<file path="src/rtl/uart_alu_ctrl.sv">
// Sequencer between UART rx/tx and the ALU: decodes header/value byte pairs into A, B, OP
// and returns the ALU result over tx after each OP write. Optional watchdog: CTRL_TIMEOUT_EN.
module uart_alu_ctrl #(
  parameter int unsigned          NB_DATA        = 8,
  parameter int unsigned          NB_OP          = 6,
  parameter logic [NB_DATA-1:0]   HDR_A          = 8'h08,
  parameter logic [NB_DATA-1:0]   HDR_B          = 8'h10,
  parameter logic [NB_DATA-1:0]   HDR_OP         = 8'h20,
  parameter int unsigned          TIMEOUT_CYCLES = 1_000_000
) (
  input  logic               clk,
  input  logic               i_rst_n,
  input  logic [NB_DATA-1:0] i_rx_data,
  input  logic               i_rx_done,
  input  logic [NB_DATA-1:0] i_alu_result,
  input  logic               i_tx_done,
  output logic [NB_DATA-1:0] o_data_a,
  output logic [NB_DATA-1:0] o_data_b,
  output logic [NB_OP-1:0]   o_op,
  output logic [NB_DATA-1:0] o_tx_data,
  output logic               o_tx_start,
  output logic               o_busy,
  output logic               o_err,
  output logic [2:0]         o_state_dbg
);

  // Handshakes are single-cycle strobes with no back-pressure: i_rx_done qualifies
  // i_rx_data for exactly one cycle, o_tx_start launches o_tx_data (held until
  // i_tx_done), and i_tx_done closes the transmission.
  typedef enum logic [2:0] {
    ST_IDLE     = 3'd0,
    ST_WAIT_VAL = 3'd1,
    ST_EXEC     = 3'd2,
    ST_SEND     = 3'd3,
    ST_WAIT_TX  = 3'd4
  } state_e;

  typedef enum logic [1:0] {
    FLD_NONE = 2'd0,
    FLD_A    = 2'd1,
    FLD_B    = 2'd2,
    FLD_OP   = 2'd3
  } field_e;

  state_e             state_q, state_d;
  field_e             pend_q, pend_d;
  logic [NB_DATA-1:0] data_a_q, data_a_d;
  logic [NB_DATA-1:0] data_b_q, data_b_d;
  logic [NB_OP-1:0]   op_q, op_d;
  logic [NB_DATA-1:0] tx_data_q, tx_data_d;
  logic               tx_start_q, tx_start_d;
  logic               busy_q, busy_d;
  logic               err_q, err_d;
  logic               timeout;

`ifdef CTRL_TIMEOUT_EN
  localparam int unsigned CNT_W = (TIMEOUT_CYCLES > 2) ? $clog2(TIMEOUT_CYCLES) : 1;
  logic [CNT_W-1:0] cnt_q;
  logic             in_wait;

  assign in_wait = (state_q == ST_WAIT_VAL) || (state_q == ST_WAIT_TX);
  assign timeout = in_wait && (cnt_q == CNT_W'(TIMEOUT_CYCLES - 1));

  // Restarts on every state entry so each wait gets the full budget.
  always_ff @(posedge clk or negedge i_rst_n) begin
    if (!i_rst_n) begin
      cnt_q <= '0;
    end else if ((state_d != state_q) || !in_wait) begin
      cnt_q <= '0;
    end else begin
      cnt_q <= cnt_q + CNT_W'(1);
    end
  end
`else
  logic unused_timeout_cfg;
  assign unused_timeout_cfg = (TIMEOUT_CYCLES > 0);
  assign timeout            = 1'b0;
`endif

  always_comb begin
    state_d   = state_q;
    pend_d    = pend_q;
    data_a_d  = data_a_q;
    data_b_d  = data_b_q;
    op_d      = op_q;
    tx_data_d = tx_data_q;
    err_d     = 1'b0;

    case (state_q)
      ST_IDLE: begin
        if (i_rx_done) begin
          if (i_rx_data == HDR_A) begin
            pend_d  = FLD_A;
            state_d = ST_WAIT_VAL;
          end else if (i_rx_data == HDR_B) begin
            pend_d  = FLD_B;
            state_d = ST_WAIT_VAL;
          end else if (i_rx_data == HDR_OP) begin
            pend_d  = FLD_OP;
            state_d = ST_WAIT_VAL;
          end else begin
            err_d = 1'b1;
          end
        end
      end
      ST_WAIT_VAL: begin
        // The value byte is taken verbatim, even if it looks like a header.
        if (i_rx_done) begin
          pend_d  = FLD_NONE;
          state_d = ST_IDLE;
          case (pend_q)
            FLD_A:   data_a_d = i_rx_data;
            FLD_B:   data_b_d = i_rx_data;
            FLD_OP: begin
              op_d    = i_rx_data[NB_OP-1:0];
              state_d = ST_EXEC;
            end
            default: err_d = 1'b1;
          endcase
        end else if (timeout) begin
          pend_d  = FLD_NONE;
          err_d   = 1'b1;
          state_d = ST_IDLE;
        end
      end
      ST_EXEC: begin
        tx_data_d = i_alu_result;
        err_d     = i_rx_done;
        state_d   = ST_SEND;
      end
      ST_SEND: begin
        err_d   = i_rx_done;
        state_d = ST_WAIT_TX;
      end
      ST_WAIT_TX: begin
        err_d = i_rx_done;
        if (i_tx_done) begin
          state_d = ST_IDLE;
        end else if (timeout) begin
          err_d   = 1'b1;
          state_d = ST_IDLE;
        end
      end
      default: begin
        pend_d  = FLD_NONE;
        state_d = ST_IDLE;
      end
    endcase

    tx_start_d = (state_d == ST_SEND);
    busy_d     = (state_d == ST_EXEC) || (state_d == ST_SEND) || (state_d == ST_WAIT_TX);
  end

  always_ff @(posedge clk or negedge i_rst_n) begin
    if (!i_rst_n) begin
      state_q    <= ST_IDLE;
      pend_q     <= FLD_NONE;
      data_a_q   <= '0;
      data_b_q   <= '0;
      op_q       <= '0;
      tx_data_q  <= '0;
      tx_start_q <= 1'b0;
      busy_q     <= 1'b0;
      err_q      <= 1'b0;
    end else begin
      state_q    <= state_d;
      pend_q     <= pend_d;
      data_a_q   <= data_a_d;
      data_b_q   <= data_b_d;
      op_q       <= op_d;
      tx_data_q  <= tx_data_d;
      tx_start_q <= tx_start_d;
      busy_q     <= busy_d;
      err_q      <= err_d;
    end
  end

  assign o_data_a    = data_a_q;
  assign o_data_b    = data_b_q;
  assign o_op        = op_q;
  assign o_tx_data   = tx_data_q;
  assign o_tx_start  = tx_start_q;
  assign o_busy      = busy_q;
  assign o_err       = err_q;
  assign o_state_dbg = state_q;

endmodule
</file>
<file path="config.mk">
export PLATFORM = sky130hd
export DESIGN_NAME = uart_alu_ctrl
export DESIGN_NICKNAME = d
export VERILOG_FILES = /design/src/rtl/uart_alu_ctrl.sv
export SDC_FILE = /design/constraint.sdc
export NUM_CORES = 1
export LEC_CHECK = 0
export CORE_ASPECT_RATIO = 0.7
export CORE_MARGIN = 2
export CORE_UTILIZATION = 30
export CTS_BUF_LIST = sky130_fd_sc_hd__clkbuf_8
export DETAILED_ROUTE_END_ITERATION = 16
export SYNTH_ARGS = -nofsm -noshare
export SYNTH_HDL_FRONTEND = slang
export SYNTH_SLANG_ARGS = --single-unit
</file>
<file path="constraint.sdc">
create_clock -name clk -period 1.51 [get_ports clk]
set_input_delay 0.302 -clock clk [delete_from_list [all_inputs] [get_ports clk]]
set_output_delay 0.302 -clock clk [all_outputs]
set_load 0.005 [all_outputs]
</file>
==> out/results.ini, run 1 <==
[run_status]
status=complete, but fails checks
failed_checks=negative setup slack

[routing]
ant_nets=0
routed_wl_um=4220
detail_route.wl_per_cell_um=15.8
via_per_inst=4.66
dr.pass1.iters=7
initialDrtViolationCount=44
vias=1248
drc=0

[worst_setup_path]
rr_endpoint=o_data_a[4]
cp_max_fo=8
critPathSlowestCell=dfrtp_2
start_kind=register
endpoint_kind=register
crit_start=o_state_dbg[2]
r2r_cells=5
crit_path_cell_trace=buf_6, nor4b_4, buf_4, nand3b_4, mux2_2
worstSetupPathType=register to register
crit_family=flip-flops
r2r_setup_slack_ps=-90
worst_ep_arrival_time_ps=1770
reg2reg_from=o_state_dbg[2]
crit_buf_inv=2
required_ps=1680
critPathMaxStageDelay_ps=430

[sta]
max-slew-margin-rel_pct=75.8
fin_ws_ps=-85.9
rsz0062_at_grt=yes
setup_viol=24
worst_pin_slew_ps=363
fin_crit_ps=1600
tns_ps=-1420
fin_skew_ps=6.57
post-route-period-util_pct=106
fmax_ghz=0.627
drv_slew=0
finalHoldViolCount=0

[hold_path]
hold_depth=3
min-delay-path-class=primary input to register
worstHoldStart=i_rx_data[0]
holdPathEnd=o_data_b[0]

[logic_synthesis]
yosysTopAreaCell=dfrtp_1
netlist_instances=108
synth_top_area_share_pct=60.8
yosysWarnings=0
ys_top_cells_by_area=dfrtp_1, mux2_2, o21ai_0, nor4b_4, nand3b_2
seq_area_frac_synth_pct=60.8
synth_cell_types=26
postSynthAreaPerCell_sq_um=14.5
synth_seq_cells=38
syn_nets=128
syn_area_sq_um=1560

[finish]
final_area_sq_um=2650
drive_gt1_share_pct=46.7
layout_common_cells=clkdlybuf4s50_1, dfrtp_1, mux2_2
antenna_cells=0
instances_no_fill=268
final_common_cell=clkdlybuf4s50_1
areaGrowthSynthToFinish_pct=69.3
final_nets=219
fillers=422

[floorplanning]
fp.dieW_um=90.3
rows=21
io-pin-count=56
initial_core_util_pct=32.0
die_area_sq_um=5810
core_area_sq_um=4890
die_h_um=64.4

[job]
max-cap-violations=0

[global_routing]
antenna_found_initial=0
grt_usage_pct=15.2
grt_pass1_vias=1367
grt_pass1_wl_um=6790
grt_max_degree=26
grt_overflow=0

[placed_design]
place_hpwl_um=3050
place_area_sq_um=2380
io_buffer_count=55
globalplace.congestion=0.939
dp.cells=253
post-place-ws_ps=-571

[clock_network]
cts.clk_slew.worst_paths_ps=70
clockBufferDepth=2
numCtsBuffers=5
cts-root-buf=clkbuf_8
clkLatencyLatePin_ps=290
cts.sinks=38
htree_levels=2
cts_tree=built

[power]
p_per_area_nw_per_um2=1880
irDropWorstVdd_v=0.000655
p_leak_uw=0.00118

## kinds of logic (layout without fill, tap and decap cells)
family | after synthesis | in the layout | share of synthesized area, %
buffers and inverters | 4 | 95 | 0.960
multiplexers | 30 | 30 | 21.6
XOR/XNOR | 2 | 2 | 1.12
AO/OA/AOI/OAI | 12 | 12 | 5.04
AND/OR/NAND/NOR | 22 | 22 | 10.4
flip-flops | 38 | 38 | 60.8
## timing repair
action                                 4_1_cts  5_1_grt
pin swaps                                    7        5
buffers inserted                             7        0
hold buffers                                 1        0
setup endpoints to repair                   29       37
gates resized for setup                     37       15
endpoints found under the hold margin       13        0
## cell type report
cell class / count / area, sq um / share of cell area (%)
repair buffers: 85 / 788 / 29.8
well taps: 69 / 86.3 / 3.26
multi-input cells: 66 / 694 / 26.2
flip-flops and latches: 38 / 953 / 36.0
clock inverters: 1 / 30.0 / 1.13
clock buffers: 6 / 82.6 / 3.12
inverters: 3 / 11.3 / 0.426
## worst max path at each step
| stage | slack [ps] | cells past startpoint | to |
|---|---|---|---|
| 4_1_cts | -90 | 5 | pend_q[0] |
| 6_report | -90 | 5 | o_data_a[4] |
| 5_1_grt | -170 | 5 | o_data_a[7] |
| 3_3_place_gp | -500 | 4 | o_state_dbg[0] |
| 2_1_floorplan | -50 | 3 | o_state_dbg[0] |
| 3_5_place_dp | -570 | 4 | o_state_dbg[0] |
## power breakdown
group          internal (uW)  leakage [uW]  switching [uW]
clock network            528     0.0000573             340
registers               1490      0.000470             302
logic                   1520      0.000654             795
## cell usage after synthesis (all sizes together)
cell type	instances
a211oi	1
a21oi	3
a22oi	1
a32oi	1
clkbuf	1
dfrtp	38
inv	3
mux2	30
nand2	3
nand2b	1
nand3	3
nand3b	3
nor2	5
nor3	1
nor3b	1
nor4	1
nor4b	1
o21ai	5
o21ba	1
or4	1
or4b	2
xnor2	1
xor2	1
## layer usage
metal  up-vias  global-route usage, %  share of wire (%)
met1       635                   19.1                 42
li1        569                      -                  -
met3         9                   4.13                5.0
met2        35                   25.0                 50
met4         0                   6.54                2.3
met5         -                      0                  0
## state kept, by name (all words and copies together) (netlist names)
register and count:
o_err 1, o_state_dbg 3, o_busy 1, o_op 6
o_data_a 8, o_tx_start 1, o_data_b 8, pend_q 2
o_tx_data 8
## per-stage QoR
stage	util, %	hold WS (ps)	power (uW)
floorplan	-	6.41	2540
global placement	48.7	218	3790
detailed placement	48.7	228	3900
CTS	53.2	362	4930
global route	54.1	378	5250
finish	54.1	375	4970
## worst reg2reg max path, stage by stage (launching register included)
cell and delay (ps):
dfrtp_2 430, buf_6 120, nor4b_4 240, buf_4 190
nand3b_4 170, mux2_2 330
No activity file was read; power rests on OpenSTA's default activity.
==> run 2: changes to the inputs <==
==> constraint.sdc (replaced) <==
create_clock -name clk -period 1.51 [get_ports clk]
set_input_delay 0.151 -clock clk [delete_from_list [all_inputs] [get_ports clk]]
set_output_delay 0.151 -clock clk [all_outputs]
set_load 0.005 [all_outputs]
==> run 2 against run 1 <==
  * The flow still finishes with violations (negative setup slack)
  * Setup slack better by 85 ps
  * Total power fell by 6.3%
  * First-iteration DRC count shrank 16%
  * Maximum frequency rose by 5.6%
  * Critical endpoint is now o_data_b[2]
  * Largest power group unchanged
  * Final area fell by 2.8%
  * Register-to-register slack improved by 90 ps
  * Highest routed layer unchanged
  * Wire length down 4.8%
  * Global-route usage shrank 0.077 points
==> out/results.ini, run 2 (synthesis results as in run 1) <==
[routing]
detail_route.wl_per_cell_um=15.2  ; -3.8%
routed_wl_um=4020  ; -4.8%
dr.pass1.iters=5  ; -2
vias=1208  ; -3.2%
drc=0  ; unchanged
ant_nets=0  ; unchanged
initialDrtViolationCount=37  ; -16%
via_per_inst=4.56  ; -2.1%

[power]
p_per_area_nw_per_um2=1810  ; -3.6%
irDropWorstVdd_v=0.000772  ; +18%
p_leak_uw=0.00116  ; -2.1%
total_power_uw=4660  ; -6.3%

[clock_network]
numCtsBuffers=5  ; unchanged
cts-root-buf=clkbuf_8
cts.sinks=38  ; unchanged
clockBufferDepth=2  ; unchanged
cts_tree=built
htree_levels=2  ; unchanged
clkLatencyLatePin_ps=290  ; about the same
cts.clk_slew.worst_paths_ps=70  ; about the same

[finish]
final_common_cell=clkdlybuf4s50_1
areaGrowthSynthToFinish_pct=64.6
drive_gt1_share_pct=39.3  ; -7.4 points
layout_common_cells=clkdlybuf4s50_1, dfrtp_1, mux2_2
antenna_cells=0  ; unchanged
final_area_sq_um=2570  ; -2.8%
final_nets=215  ; -1.8%

[global_routing]
grt_overflow=0  ; unchanged
antenna_found_initial=0  ; unchanged
grt_max_degree=16  ; -38%
grt_pass1_vias=1273  ; -6.9%
grt_pass1_wl_um=6630  ; -2.3%
grt_usage_pct=15.2  ; -0.077 points

[sta]
fmax_ghz=0.662  ; +5.6%
tns_ps=-0.979  ; +1420 ps
fin_skew_ps=3.42  ; -3.15 ps
worst_pin_slew_ps=369  ; +6.76 ps
fin_ws_ps=-0.613  ; +85.3 ps
fin_crit_ps=1510  ; -85.3 ps
drv_slew=0  ; unchanged
rsz0062_at_grt=yes
finalHoldViolCount=0  ; unchanged
max-slew-margin-rel_pct=75.3  ; -0.54 points
post-route-period-util_pct=100  ; -5.6 points
setup_viol=2  ; -92%

[floorplanning]
die_area_sq_um=5810  ; unchanged
initial_core_util_pct=32.0  ; unchanged
io-pin-count=56  ; unchanged
die_h_um=64.4  ; unchanged
core_area_sq_um=4890  ; unchanged
rows=21  ; unchanged
fp.dieW_um=90.3  ; unchanged

[placed_design]
place_area_sq_um=2380  ; -0.21%
io_buffer_count=55  ; unchanged
place_hpwl_um=3060  ; +0.23%
globalplace.congestion=0.876  ; -6.7%
post-place-ws_ps=-422  ; +149 ps

[run_status]
failed_checks=negative setup slack
status=complete, but fails checks

[worst_setup_path]
worst_ep_arrival_time_ps=1680  ; -90 ps
cp_max_fo=8  ; unchanged
endpoint_kind=register
required_ps=1680  ; about the same
worstSetupPathType=register to register
start_kind=register

[job]
max-cap-violations=0  ; unchanged

[hold_path]
min-delay-path-class=primary input to async pin

==> run 2: area by class of cell <==
cell class	count	area (sq um)
Clock buffer	6	82.6
Clock inverter	2	8.76
Fill cell	429	2310
Inverter	3	11.3
Multi-Input combinational cell	66	652
Sequential cell	38	953
Tap cell	69	86.3
Timing Repair Buffer	81	778
==> run 2: power by group <==
part / switching (uW) / internal, uW / leakage [uW] / total [uW]
clock: 334 / 361 / 0.0000524 / 695
combinational: 702 / 1460 / 0.000635 / 2160
sequential: 317 / 1490 / 0.000470 / 1800
==> run 2: repair_timing <==
item,4_1_cts,5_1_grt
pin swaps,4,3
setup buffers,2,0
endpoints found under the setup margin,26,34
hold buffers,1,0
endpoints found under the hold margin,8,0
gates resized for setup,14,9
==> run 2: through the flow <==
stage	hold slack (ps)	std cells	utilization (%)
after floorplan	-145	108	-
after global placement	20.2	254	48.6
after detailed placement	19.8	254	48.6
after CTS	247	265	51.8
after global routing	268	265	52.6
final	265	265	52.6
==> run 2: metal layers <==
metal  routed length (um)  global-route usage, %  vias up
li1                     -                      -      568
met1                 1960                   20.3      601
met2                 1860                   22.6       33
met3                  149                   4.72        6
met4                   46                   7.12        0
met5                    0                      0        -
==> run 2: path summary, 6_finish.rpt <==
kind	startpoint	to	slack [ps]	cells after the start
worst min-delay path	i_rst_n	o_tx_data[1]	260	2
min in group clk	i_rx_data[7]	o_data_b[7]	350	3
worst min register to register	o_op[2]	o_op[2]	510	1
max in group asynchronous	i_rst_n	o_state_dbg[2]	770	3
worst max-delay path	o_state_dbg[2]	o_data_b[2]	-0.6	5
worst max register to register	o_state_dbg[2]	o_data_b[2]	-0.6	5
==> run 2: worst max-delay path: stages (launching register included) <==
cell and delay (ps):
dfrtp_2 440, nor4b_4 280, buf_6 160, nand3b_4 80, buf_8 150, mux2_2 270
==> run 3: changes to the inputs <==
--- a/config.mk
+++ b/config.mk
@@ -9,6 +9,7 @@
 export CORE_MARGIN = 2
 export CORE_UTILIZATION = 30
 export CTS_BUF_LIST = sky130_fd_sc_hd__clkbuf_8
+export CTS_CLUSTER_SIZE = 30
 export DETAILED_ROUTE_END_ITERATION = 16
 export SYNTH_ARGS = -nofsm -noshare
 export SYNTH_HDL_FRONTEND = slang
==> results of run 3 <==
Same layout as run 2: the final DEF is identical, and so are final timing and power.
